## config.mk

```make
export PLATFORM = sky130hd
export DESIGN_NAME = frame_stream_parser_flat
export DESIGN_NICKNAME = d
export VERILOG_FILES = /design/src/rtl/frame_stream_parser_if.sv /design/src/rtl/frame_stream_parser.sv /design/src/flat_wrapper.sv
export SDC_FILE = /design/constraint.sdc
export NUM_CORES = 1
export LEC_CHECK = 0
export CAP_MARGIN = 20
export CELL_PAD_IN_SITES_DETAIL_PLACEMENT = 0
export CELL_PAD_IN_SITES_GLOBAL_PLACEMENT = 1
export CORE_AREA = 2 2 129 157
export DETAILED_ROUTE_END_ITERATION = 7
export DIE_AREA = 0 0 131 159
export GPL_TIMING_DRIVEN = 0
export PLACE_DENSITY = 0.95
export RECOVER_POWER = 25
export SYNTH_ARGS = -nofsm -noshare
export SYNTH_HDL_FRONTEND = slang
export SYNTH_SLANG_ARGS = --single-unit
```

## constraint.sdc

```tcl
create_clock -name clk -period 3.1 [get_ports clk]
set_input_delay 0.465 -clock clk [delete_from_list [all_inputs] [get_ports clk]]
set_output_delay 0.465 -clock clk [all_outputs]
set_load 0.05 [all_outputs]
```

## src/rtl/frame_stream_parser_if.sv

```systemverilog
// Bundles the FWFT FIFO read side and the outgoing stream of the frame parser.
// master: the parser's view (pops the FIFO, drives the stream).
// slave: the environment's view (supplies FIFO words, accepts the stream).
interface frame_stream_parser_if;
  logic        fifo_empty;
  logic [31:0] fifo_read_data;
  logic        fifo_read_en;
  logic [31:0] m_tdata;
  logic        m_tvalid;
  logic        m_tlast;
  logic        m_tready;

  modport master (
    input  fifo_empty, fifo_read_data, m_tready,
    output fifo_read_en, m_tdata, m_tvalid, m_tlast
  );

  modport slave (
    output fifo_empty, fifo_read_data, m_tready,
    input  fifo_read_en, m_tdata, m_tvalid, m_tlast
  );
endinterface

```

## src/rtl/frame_stream_parser.sv

```systemverilog
// Hunts a two-word magic header in a FWFT FIFO and forwards each frame as a stream with tlast.
// Latency: header words are replayed from registers; payload is a zero-cycle pass-through.
// Backpressure: m_tready gates every transfer; an empty FIFO stalls silently. Optional macro TIMESTAMP_CHECK_EN.
module frame_stream_parser #(
  parameter int          FRAME_WORDS = 144,
  parameter logic [31:0] MAGIC_LO    = 32'hDEADBEEF,
  parameter logic [31:0] MAGIC_HI    = 32'hCAFEBABE
) (
  input  logic                        clk,
  input  logic                        rstn,
  input  logic                        enable,
  input  logic                        clear_counters,
  frame_stream_parser_if.master       bus,
  output logic [31:0]                 frames_ok,
  output logic [31:0]                 magic_errors,
  output logic [31:0]                 ts_gaps,
  output logic [63:0]                 last_timestamp,
  output logic [2:0]                  parser_state
);

  typedef enum logic [2:0] {
    HUNT     = 3'd0,
    CHECK_HI = 3'd1,
    EMIT_LO  = 3'd2,
    EMIT_HI  = 3'd3,
    PASS     = 3'd4
  } state_t;

  localparam int             IDX_W    = $clog2(FRAME_WORDS);
  // Index of the final pass-through word; the two header words were replayed from registers.
  localparam logic [IDX_W-1:0] LAST_IDX = IDX_W'(FRAME_WORDS - 3);

  state_t             state_q, state_d;
  logic [IDX_W-1:0]   idx_q, idx_d;
  logic [31:0]        frames_q, frames_d;
  logic [31:0]        magic_q, magic_d;
  logic [63:0]        ts_q, ts_d;
  logic               pop;
  logic               tvalid;
  logic               tlast;
  logic [31:0]        tdata;

`ifdef TIMESTAMP_CHECK_EN
  logic [31:0]        gaps_q, gaps_d;
  logic [63:0]        prev_ts_q, prev_ts_d;
  logic               ts_vld_q, ts_vld_d;
  logic [63:0]        new_ts;
`endif

  // Next-state, counter and stream output decode.
  always_comb begin
    state_d  = state_q;
    idx_d    = idx_q;
    frames_d = frames_q;
    magic_d  = magic_q;
    ts_d     = ts_q;
    pop      = 1'b0;
    tvalid   = 1'b0;
    tlast    = 1'b0;
    tdata    = 32'h0;
`ifdef TIMESTAMP_CHECK_EN
    gaps_d    = gaps_q;
    prev_ts_d = prev_ts_q;
    ts_vld_d  = ts_vld_q;
    new_ts    = {bus.fifo_read_data, ts_q[31:0]};
`endif
    case (state_q)
      HUNT: begin
        if (enable && !bus.fifo_empty) begin
          pop = 1'b1;
          if (bus.fifo_read_data == MAGIC_LO) state_d = CHECK_HI;
          else                                magic_d = magic_q + 32'd1;
        end
      end
      CHECK_HI: begin
        if (!bus.fifo_empty) begin
          pop = 1'b1;
          // A repeated MAGIC_LO may itself be the start of the real header.
          if (bus.fifo_read_data == MAGIC_HI) begin
            state_d = EMIT_LO;
          end else if (bus.fifo_read_data != MAGIC_LO) begin
            state_d = HUNT;
            magic_d = magic_q + 32'd1;
          end
        end
      end
      EMIT_LO: begin
        tvalid = 1'b1;
        tdata  = MAGIC_LO;
        if (bus.m_tready) state_d = EMIT_HI;
      end
      EMIT_HI: begin
        tvalid = 1'b1;
        tdata  = MAGIC_HI;
        if (bus.m_tready) begin
          state_d = PASS;
          idx_d   = '0;
        end
      end
      PASS: begin
        tdata  = bus.fifo_read_data;
        tvalid = !bus.fifo_empty;
        tlast  = !bus.fifo_empty && (idx_q == LAST_IDX);
        pop    = bus.m_tready && !bus.fifo_empty;
        if (pop) begin
          idx_d = idx_q + 1'b1;
          if (idx_q == IDX_W'(0)) ts_d[31:0]  = bus.fifo_read_data;
          if (idx_q == IDX_W'(1)) begin
            ts_d[63:32] = bus.fifo_read_data;
`ifdef TIMESTAMP_CHECK_EN
            if (ts_vld_q && (new_ts != prev_ts_q + 64'd1)) gaps_d = gaps_q + 32'd1;
            prev_ts_d = new_ts;
            ts_vld_d  = 1'b1;
`endif
          end
          if (idx_q == LAST_IDX) begin
            state_d  = HUNT;
            idx_d    = '0;
            frames_d = frames_q + 32'd1;
          end
        end
      end
      default: state_d = HUNT;
    endcase
    if (clear_counters) begin
      frames_d = 32'h0;
      magic_d  = 32'h0;
`ifdef TIMESTAMP_CHECK_EN
      gaps_d   = 32'h0;
`endif
    end
  end

  // State, index, counters and timestamp registers.
  always_ff @(posedge clk) begin
    if (!rstn) begin
      state_q  <= HUNT;
      idx_q    <= '0;
      frames_q <= 32'h0;
      magic_q  <= 32'h0;
      ts_q     <= 64'h0;
`ifdef TIMESTAMP_CHECK_EN
      gaps_q    <= 32'h0;
      prev_ts_q <= 64'h0;
      ts_vld_q  <= 1'b0;
`endif
    end else begin
      state_q  <= state_d;
      idx_q    <= idx_d;
      frames_q <= frames_d;
      magic_q  <= magic_d;
      ts_q     <= ts_d;
`ifdef TIMESTAMP_CHECK_EN
      gaps_q    <= gaps_d;
      prev_ts_q <= prev_ts_d;
      ts_vld_q  <= ts_vld_d;
`endif
    end
  end

  // Outputs are held at zero while reset is asserted so nothing pops or transfers.
  assign bus.fifo_read_en = rstn & pop;
  assign bus.m_tvalid     = rstn & tvalid;
  assign bus.m_tlast      = rstn & tlast;
  assign bus.m_tdata      = rstn ? tdata : 32'h0;

  assign frames_ok      = frames_q;
  assign magic_errors   = magic_q;
  assign last_timestamp = ts_q;
  assign parser_state   = state_q;
`ifdef TIMESTAMP_CHECK_EN
  assign ts_gaps        = gaps_q;
`else
  assign ts_gaps        = 32'h0;
`endif

endmodule

```

## src/flat_wrapper.sv

```systemverilog
// flat-port wrapper written by rule: the top's interface ports become plain ports
module frame_stream_parser_flat 
#(
  parameter int          FRAME_WORDS = 144,
  parameter logic [31:0] MAGIC_LO    = 32'hDEADBEEF,
  parameter logic [31:0] MAGIC_HI    = 32'hCAFEBABE
)
  (clk, rstn, enable, clear_counters, frames_ok, magic_errors, ts_gaps, last_timestamp, parser_state, bus_fifo_empty, bus_fifo_read_data, bus_m_tready, bus_fifo_read_en, bus_m_tdata, bus_m_tvalid, bus_m_tlast);
  frame_stream_parser_if bus_i ();
  input  logic clk;
  input  logic rstn;
  input  logic enable;
  input  logic clear_counters;
  output logic [31:0] frames_ok;
  output logic [31:0] magic_errors;
  output logic [31:0] ts_gaps;
  output logic [63:0] last_timestamp;
  output logic [2:0] parser_state;
  input wire logic [$bits(bus_i.fifo_empty)-1:0] bus_fifo_empty;
  input wire logic [$bits(bus_i.fifo_read_data)-1:0] bus_fifo_read_data;
  input wire logic [$bits(bus_i.m_tready)-1:0] bus_m_tready;
  output wire logic [$bits(bus_i.fifo_read_en)-1:0] bus_fifo_read_en;
  output wire logic [$bits(bus_i.m_tdata)-1:0] bus_m_tdata;
  output wire logic [$bits(bus_i.m_tvalid)-1:0] bus_m_tvalid;
  output wire logic [$bits(bus_i.m_tlast)-1:0] bus_m_tlast;
  assign bus_i.fifo_empty = bus_fifo_empty;
  assign bus_i.fifo_read_data = bus_fifo_read_data;
  assign bus_i.m_tready = bus_m_tready;
  assign bus_fifo_read_en = bus_i.fifo_read_en;
  assign bus_m_tdata = bus_i.m_tdata;
  assign bus_m_tvalid = bus_i.m_tvalid;
  assign bus_m_tlast = bus_i.m_tlast;
  frame_stream_parser #(.FRAME_WORDS(FRAME_WORDS), .MAGIC_LO(MAGIC_LO), .MAGIC_HI(MAGIC_HI)) u_core (.clk(clk), .rstn(rstn), .enable(enable), .clear_counters(clear_counters), .bus(bus_i), .frames_ok(frames_ok), .magic_errors(magic_errors), .ts_gaps(ts_gaps), .last_timestamp(last_timestamp), .parser_state(parser_state));
endmodule
```

## After elaboration in Yosys (flattened, before gate mapping)

Index checks and enable logic that the tools add are counted.
Widths: inputs -> output; s select.

| word-level totals | value |
|---|---|
| register bits after elaboration | 139 |
| bits of input ports | 38 |
| output and inout port bits | 198 |
| word-level logic and storage cells | 76 |

| cells by class | value |
|---|---|
| $add $sub $neg | 3 |
| equal/unequal tests | 20 |
| multiplexer cells | 27 |
| bitwise operators | 4 |
| reductions and logical operators | 16 |

Operators with widths:

| cell | count |
|---|---|
| $mux 32 | 6 |
| $pmux 32 s3 | 1 |
| $add 32x1->32 const B | 2 |
| $eq 32x32->1 const B | 2 |
| $pmux 32 s2 | 1 |
| $ne 32x32->1 const B | 1 |
| $mux 3 | 9 |
| $mux 8 | 3 |
| $pmux 8 s2 | 1 |
| $pmux 3 s5 | 1 |
| $reduce_and 3->1 | 4 |
| $ne 2x1->1 const B | 5 |
| $ne 2x2->1 const B | 5 |
| $add 8x1->8 const B | 1 |
| $eq 8x1->1 const B | 1 |
| $eq 8x8->1 const B | 1 |
| $logic_not 8->1 | 1 |
| $reduce_and 8->1 | 1 |
| $eq 3x2->1 const B | 2 |
| $reduce_and 6->1 | 1 |
| $reduce_bool 2->1 | 2 |
| $reduce_or 2->1 | 2 |
| $and 1x1->1 | 3 |
| $eq 3x1->1 const B | 1 |
| other kinds (9) | 13 |

## Longest topological paths before layout

Gate-level depths: netlist of the first run.

| logic depth | value |
|---|---|
| depth after elaboration | 5 |
| mapped depth | 8 |
| gate-level depth less buffers | 8 |

## Least setup slack after synthesis of the first run

No wires, ideal clock.

| path | value |
|---|---|
| path kind | register -> output |
| start | reg u_core.state_q[2] (netlist: u_core.parser_state[2]) |
| end | out bus_m_tdata[17] |
| data arrival time | 2.705 ns |
| required time | 2.635 ns |
| setup slack | -0.070 ns |
| cell stages (with the launch flop) | 6 |
| path buffers | 2 |
| cell sequence | dfxtp_1 > clkbuf_1 > nor3b_1 > clkbuf_1 > nand2_1 > a21boi_0 |

| between the ends | value |
|---|---|
| cells in the longest elaborated chain, start to end | 3 |
| elaborated cells between the ends (all ways) | 5 |
| classes of those cells | eq/ne: 3; mux: 2 |

Ends and longest elaborated chain:

| element | line | RTL |
|---|---|---|
| start, declared | frame_stream_parser.sv:33 | `state_t state_q, state_d;` |
| start signal, assigned | frame_stream_parser.sv:148 | `state_q <= state_d;` |
| $eq 3x3->1 / $eq 3x2->1 (equally long branches) | frame_stream_parser.sv:67 | `case (state_q)` |
| $pmux 32 s3 (*) | frame_stream_parser.sv:67 |  |
| $mux 32 (*) | frame_stream_parser.sv:165 | `assign bus.m_tdata = rstn ? tdata : 32'h0;` |
| end, declared | flat_wrapper.sv:23 | `output wire logic [$bits(bus_i.m_tdata)-1:0] bus_m_tdata;` |

Every way passes the cells marked *; elsewhere a longest branch is shown, timed or not.

## Final worst setup path of the first run

| path | value |
|---|---|
| start | in bus_fifo_empty |
| end | out bus_m_tvalid |

| between the ends | value |
|---|---|
| cells in the longest elaborated chain, start to end | 3 |

Ends and longest elaborated chain:

| element | line | RTL |
|---|---|---|
| start, declared | flat_wrapper.sv:19 | `input wire logic [$bits(bus_i.fifo_empty)-1:0] bus_fifo_empty;` |
| $logic_not 1->1 | - |  |
| $pmux 1 s2 | frame_stream_parser.sv:67 |  |
| $and 1x1->1 | frame_stream_parser.sv:163 | `assign bus.m_tvalid = rstn & tvalid;` |
| end, declared | flat_wrapper.sv:24 | `output wire logic [$bits(bus_i.m_tvalid)-1:0] bus_m_tvalid;` |

No other way between the ends.

==> impl_results.md, run 1 <==
- Worst EP required: about 2.6 ns
- Switching Share: 24.7%
- Setup violators final: 0
- Share of the cycle needed by the critical path after routing: 98.4%
- 1st-pass router iterations: 5
- Post-Place Setup Slack: -0.817 ns
- Count of cell types in the netlist: 53
- Flops & latches, synth: between 100 and 150
- Vias in the first global route: 6,116
- DR WL/cell: 15.6 µm
- Layout cell share with drive strength beyond 1: 9.28%
- DR top layer: met4
- Setup Fix Bufs, Post-CTS: 0
- Critical path class: in2out
- Vias/cell: 4.83
- Clock transition at path regs: roughly 0.060 ns
- Die area: between 20,000 and 25,000 µm²
- Die W: 131 µm
- Nets@finish: 1,129
- CTS root buf: clkbuf_16
- Cell area power density: 414 nW/µm²
- Setup crit start kind: input port
- Largest net degree at the start of global routing: 17
- Area growth, synth to finish: 46.1%
- Max VDD drop: 404 µV
- Pint: 3.03 mW
- Area contributors post-synth: dfxtp_1 (42%), nand2_1 (9.7%), a21boi_0 (7.8%)
- Status: finished clean
- Core Area: 19,300 µm²
- Tmin final: 3.05 ns
- Metal2 WL: around 11,000 µm
- Sequential fraction of the synthesis area: a little over two fifths
- Metal3 WL: 1670 µm
- Slew Limit Headroom: 50.4%
- Die Y: 159 µm
- Antenna violations before repair: 0
- Crit path launch: bus_fifo_empty
- Clk pwr share: 48.7%
- Worst setup margin: 0.0489 ns
- CTS sink count: between 100 and 150
- Fmax: 0.328 GHz
- CP Capture Type: output port
- Diode count: 0
- WL final: 21,200 µm
- Worst slew pin tran: around 0.74 ns
- Io pins: 236
- Clk_lat worst skew: 0.42 ns
- Worst Skew: 0.0107 ns
- Final Util: 50.4%
- Global Route Usage Sum: 20.6%
- EDFF count, synth: 0
- Initial Util: 34.5%
- Flop pwr share: 44.4%
- Max_cap viols: 0
- Main flop type after synthesis: dfxtp_1
- FP Rows: 56
- Critical Path Fanout Max: 6
- DRC viols: 0
- Final Hold Viols: 0
- Yosys top cell by area: dfxtp_1
- DR vias: 6,562
- Async set or reset register ratio after synthesis: 0%
- H-tree depth: 4
- Reg2reg start: u_core.parser_state[0]$_SDFFE_PN0P_
- Total power: 4.03 mW
- Share of the synthesized area in the top cell type: 41.8%
- Fill cells: 1,865
- Hold Crit Start: u_core.last_timestamp[3]$_SDFFE_PN0P_
- CTS tree: built
- Worst EP arrival: 2.59 ns
- Ys Warns: 0
- Total grt overflow: 0
- M1 WL: 8750 µm
- Deepest clock path buffer count: 2
- Num CTS Buffers: 17
- Sw power: 996 µW
- Port Buffers: 202
- Post-DP HPWL: 16,200 µm
- Synth Area per Inst: 7.98 µm²
- Worst hold path class: reg2reg
- Combinational Power Share: 7.0%
- Synthesized area: 6650 µm²
- RSZ-0062 raised after global routing: no
- Final GP Congestion: 0.846
- First-pass GRT wire length: 33,700 µm
- ANT nets after route: 0
- Final Max Tran Viols: 0
- Cells after synthesis: 833
- Leakage: 3.77 nW
- Initial drt markers: 292
-- state kept, by name, summed over array words and instances (netlist names) --
signal / flops
u_core.idx_q: 8
u_core.magic_errors: 32
u_core.parser_state: 3
u_core.last_timestamp: 64
u_core.frames_ok: 32
-- worst paths after layout --
kind                                                               to  slack (ns)  cells after the start
worst min register to register  u_core.last_timestamp[3]$_SDFFE_PN0P_        0.46                      2
worst min-delay path            u_core.last_timestamp[3]$_SDFFE_PN0P_        0.46                      2
worst max register to register   u_core.magic_errors[19]$_SDFFE_PP0P_        0.59                      8
worst max-delay path                                     bus_m_tvalid        0.05                      4
-- final cells by class --
type | count | area, µm² | share of cell area, %
multi-input combinational | 635 | 3550 | 36.5
sequential | 139 | 2780 | 28.6
timing repair buffer | 202 | 2000 | 20.6
clock buffer | 19 | 453 | 4.66
buffer | 77 | 437 | 4.49
tap | 261 | 327 | 3.36
clock inverter | 13 | 118 | 1.21
inverter | 14 | 52.6 | 0.541
-- cells by family after synthesis --
kind of cell	share of synthesized area (%)
mux	0.301
simple gates	29.7
buf+inv	7.17
fa+ha+maj	0.941
other cells	0.0564
compound gates	13.1
flops	41.8
xor+xnor	6.85
-- Yosys cell counts (all sizes together), types with 12 or more instances --
cell type and n:
nor3 14, dfxtp 139, buf 38, xor2 44
and3 19, nand4 28, a21boi 69, inv 14
o21ai 12, clkbuf 39, a21oi 19, nand3 27
nor2 116, nand2 171
-- stage by stage --
step,hold slack [ns],instance area (µm²),instances,setup TNS (ns)
final,0.458,9720,1360,0
after global placement,0.449,9120,1327,-11.65
after global routing,0.480,9720,1360,0
after floorplan,0.494,6770,864,0
after detailed placement,0.457,9120,1327,-12.48
after CTS,0.466,9720,1360,0
-- power by group through the flow --
stage | registers (mW) | clock network (mW) | logic (mW)
2_1_floorplan | 1.83 | 0 | 0.172
3_5_place_dp | 1.83 | 0 | 0.278
6_report | 1.79 | 1.96 | 0.280
4_1_cts | 1.79 | 2.01 | 0.280
5_1_grt | 1.79 | 2.08 | 0.297
3_3_place_gp | 1.83 | 0 | 0.279
-- worst max-delay path, stage by stage --
cell,delay [ns]
dlygate4sd3_1,0.65
nor4b_4,0.44
o21a_1,0.17
clkdlybuf4s50_1,0.85
-- cells in the final DEF, fill, tap and decap left out, types with 9 or more instances in the layout --
cell and n:
clkdlybuf4s50_1 102, dlygate4sd2_1 20, buf_4 34, and3_1 18
conb_1 32, o21ai_0 11, nand3_1 26, nand4_1 28
clkbuf_1 33, nor2_1 115, nand2_1 171, clkbuf_16 17
dfxtp_1 139, xor2_1 44, a21boi_0 65, inv_1 14
a21oi_1 19, dlygate4sd3_1 68, nor3_1 12, clkdlybuf4s15_2 9
o21a_1 10
-- repair_timing --
action | in CTS | in global routing
gates resized for setup | 64 | 7
pin swaps | 1 | 0
gates cloned | 1 | 0
hold buffers | 0 | 0
setup endpoints to repair | 35 | 26
-- layer usage --
layer  vias up  track usage [%]
met3        16             6.12
li1       3260                -
met4         0             4.30
met5         -                0
met1      3056             25.4
met2       230             35.4
No activity file was read; power rests on OpenSTA's default activity.
==> inputs of run 2 (changes only) <==
- CORE_AREA: 2 2 129 157 -> 2 2 121 147
- DIE_AREA: 0 0 131 159 -> 0 0 123 149
- DONT_BUFFER_PORTS: not set -> 1
- PLACE_DENSITY: 0.95 -> 0.82
==> impl_results.md, run 2 (synthesis results as in run 1) <==
- Status: finished clean
- DRC viols: 0
- Core Area: 17,100 µm²
- Worst slew pin tran: 0.923 ns
- Hold Crit Start: bus_fifo_read_data[24]
- Fill cells: 1,703
- Global Route Usage Sum: 21.4%
- Total grt overflow: 0
- Max reg flops: 64
- Post-DP HPWL: 15,000 µm
- Dpl cell area: between 7000 and 8000 µm²
- Worst hold path class: in2reg
- CTS root buf: clkbuf_16
- Commonest non-fill, non-tap cells in the layout: nand2_1 (171), dfxtp_1 (136), nor2_1 (95)
- WL final: 19,600 µm
- Vias/cell: 5.13
- Share of the cycle needed by the critical path after routing: 95.8%
- Initial drt markers: 219
- Clock transition at path regs: 0.06 ns
- Deepest clock path buffer count: 2
- Vias in the first global route: 5,387
- FP Rows: 53
- Final Hold Viols: 0
- Reg2reg setup slack: 0.30 ns
- Worst EP arrival: 2.51 ns
- Commonest non-fill, non-tap cell in the layout: nand2_1
- Initial Util: 38.9%
- Placed instance count: 1,084
- Antenna violations before repair: 0
- Crit path launch: u_core.parser_state[2]$_SDFFE_PN0P_
- Nets@finish: a little over 900
- DR vias: 5,742
- Port Buffers: 0
- Leakage: 2.78 nW
- Slew Limit Headroom: 38.2%
- Die W: 123 µm
- Max_cap viols: 0
- Diode count: 0
- CTS sink count: 139
- First-pass GRT wire length: 29,900 µm
- CTS Hold Bufs: 0
- Final instance area: a little under 8000 µm²
- H-tree depth: 4
- 1st-pass router iterations: 5
- Critical Path Fanout Max: 10
- ANT nets after route: 0
- Largest net degree at the start of global routing: 17
- Cell area power density: 531 nW/µm²
- Layout cell share with drive strength beyond 1: around an eighth
- Reg2reg start: u_core.magic_errors[3]$_SDFFE_PP0P_
- Worst Skew: 0.00810 ns
- DR WL/cell: 17.5 µm
- Final GP Congestion: 0.781
- Setup violators final: 0
- Tmin final: 2.97 ns
- CTS tree: built
- Die area: 18,300 µm²
- Clk_lat worst skew: 0.42 ns
- Num CTS Buffers: 17
- Io pins: 236
- CP Capture Type: output port
- Fmax: 0.337 GHz
- Setup crit start kind: flop
- Total power: 4.20 mW
- Final Max Tran Viols: 0
- Area growth, synth to finish: 19.0%
- Non-filler cells, final: 1,119
- Die Y: 149 µm
- Critical path class: reg2out
- Worst EP required: 2.63 ns
- Max VDD drop: 383 µV
-- run 2: final timing paths --
| check | cells past startpoint | endpoint |
|---|---|---|
| worst max-delay path | 6 | bus_m_tdata[11] |
| worst min-delay path | 2 | u_core.last_timestamp[56]$_SDFFE_PN0P_ |
| worst max register to register | 7 | u_core.magic_errors[28]$_SDFFE_PP0P_ |
| worst min register to register | 2 | u_core.idx_q[7]$_SDFFE_PN0P_ |
-- run 2: through the flow --
stage / util, % / setup TNS (ns) / worst slack [ns] / hold slack (ns)
after floorplan: - / 0 / 0.0170 / 0.494
after global placement: 41.2 / -11.62 / -0.814 / 0.515
after detailed placement: 41.2 / -11.96 / -0.833 / 0.533
after CTS: 45.9 / 0 / 0.00222 / 0.165
final: 46.3 / 0 / 0.130 / 0.183
after global routing: 46.3 / -0.000126 / -0.000126 / 0.172
-- run 2: final cells by class --
cell class / instances / area, µm² / area share [%]
Sequential cell: 139 / 2790 / 35.2
Inverter: 14 / 52.6 / 0.664
Buffer: 77 / 443 / 5.60
Clock buffer: 20 / 457 / 5.77
Tap cell: 220 / 275 / 3.48
Timing Repair Buffer: 3 / 35.0 / 0.443
Clock inverter: 12 / 186 / 2.35
Multi-Input combinational cell: 634 / 3680 / 46.5
-- run 2: where the power goes --
group	internal [mW]	total, mW	switching [mW]
Clock	1.40	2.21	0.813
Combinational	0.0562	0.201	0.145
Sequential	1.79	1.79	0.00287
-- run 2: timing repair --
action                                  CTS  global route
pin swaps                                 1             2
endpoints found under the setup margin   33            24
buffers inserted                          0             3
resized for setup                        50             8
-- run 2: per-layer routing --
metal | vias to the layer above | wire (µm) | global-route usage [%] | part of all wire [%]
met4 | 0 | 429 | 8.52 | 2.2
met5 | - | 0 | 0 | 0
met1 | 2639 | 7670 | 23.2 | 39
li1 | 2856 | - | - | -
met3 | 29 | 2000 | 9.02 | 10
met2 | 218 | 9460 | 36.7 | 48
-- run 2: worst max-delay path: stages, from the launching register on --
cell and delay [ns]:
dfxtp_4 0.47, clkbuf_2 0.27, nor3b_1 0.27, clkbuf_4 0.28, o21ai_4 0.14, buf_12 0.20
nor2_2 0.45
==> patch, RTL diff (flow settings as in run 1) <==
One comparison of `idx_q` changes from == to >=.
--- a/src/rtl/frame_stream_parser.sv
+++ b/src/rtl/frame_stream_parser.sv
@@ -115,3 +115,3 @@
           end
-          if (idx_q == LAST_IDX) begin
+          if (idx_q >= LAST_IDX) begin
             state_d  = HUNT;
Formal check against the unedited RTL: no difference found for any inputs over 4 cycles, from zero or initial values and one cycle with rstn low; that may be too few to reach the edited logic, so the function may still have changed.
==> patch against run 1 <==
  * Synthesized area fell by 0.81%
  * Global-route usage fell by 0.24 points
  * Maximum frequency rose by 3.3%
  * Wire length rose by 0.53%
  * Cell area rose by 0.14%
  * Total power rose by 4.9%
  * Sequential power barely moved
  * Critical path depth rose by 3
  * Sequential cell count did not move
  * Setup slack improved by 0.098 ns
==> patch: results <==
export IMPL_outcome="finished clean"
export IMPL_dp_cells=1343
export IMPL_power_internal_uw=3250
export IMPL_cellLeakagePower_uw=0.00379
export IMPL_pwr_share_clk_pct=51.3
export IMPL_wl_met3_mm=1.17
export IMPL_multi_input_area_share_pct=35.0
export IMPL_wl_met1_mm=9.09
export IMPL_synth_area_leaders="dfxtp_1, nand2_1, nor2_1"
export IMPL_grt_pass1_vias=6206
export IMPL_ir_worst_vdd_mv=0.348
export IMPL_routed_wl_mm=21.4
export IMPL_r2r_start="u_core.idx_q[0]"
export IMPL_fin_worst_skew_ns=0.0118
export IMPL_seq_area_share_pct=28.6
export IMPL_holdWs_ns=0.446
export IMPL_fillers=1833
export IMPL_yosys_top_cells_count="nand2_1, dfxtp_1, nor2_1, a21oi_1, xor2_1"
export IMPL_p_switching_uw=971
export IMPL_slowest_stage="dlygate4sd2_1"
export IMPL_relSlewSlack_pct=52.7
export IMPL_routed_wl_met2_mm=10.5
export IMPL_layout_drive_gt1_share_pct=11.1
export IMPL_n_all_buffers=286
export IMPL_port_buffers=203
export IMPL_multi_input_comb_cells=643
export IMPL_routed_via_density=4.77
export IMPL_combPwrFrac_pct=6.4
export IMPL_synth_cell_types=50
export IMPL_final_nets=1145
export IMPL_critPathMaxStageDelay_ns=0.60
export IMPL_finalWeightedCongestion=0.847
export IMPL_postLayoutCoreUtil_pct=50.5
export IMPL_grt_use_met2_pct=34.3
export IMPL_endpoint="bus_fifo_read_en"
export IMPL_grt_util_all_layers_pct=20.4
export IMPL_pre_cts_slack_ns=-0.607
export IMPL_seq_area_frac_synth_pct=42.2
export IMPL_final_clk_cell_share_pct=6.39
export IMPL_antenna_found_initial=1
export IMPL_drt_iter0_markers=340
export IMPL_met1_usage_pct=25.3
export IMPL_wl_per_cell_um=15.5
export IMPL_max_freq_mhz=339
-- patch: how the worst min path moves through the flow --
| stage | startpoint | to |
|---|---|---|
| finish | u_core.last_timestamp[56] | u_core.last_timestamp[56] |
| global route | u_core.last_timestamp[16] | u_core.last_timestamp[16] |
| CTS | u_core.last_timestamp[53] | u_core.last_timestamp[53] |
| detailed placement | u_core.last_timestamp[53] | u_core.last_timestamp[53] |
| global placement | u_core.last_timestamp[4] | u_core.last_timestamp[4] |
| floorplan | u_core.idx_q[1] | u_core.idx_q[1] |
-- patch: kinds of logic after synthesis --
logic type                 synth area share (%)
AOI/OAI and AO/OA                          8.80
xor gates and xnor gates                   7.97
adders and majority gates                  1.14
buffers and inverters                      8.17
DFF                                        42.2
muxes                                     0.455
other                                    0.0568
and+or+nand+nor                            31.2
-- patch: what timing repair did --
action,CTS,global route
setup endpoints to repair,35,16
pin swaps,0,0
gates resized for setup,84,8
hold buffers,0,0
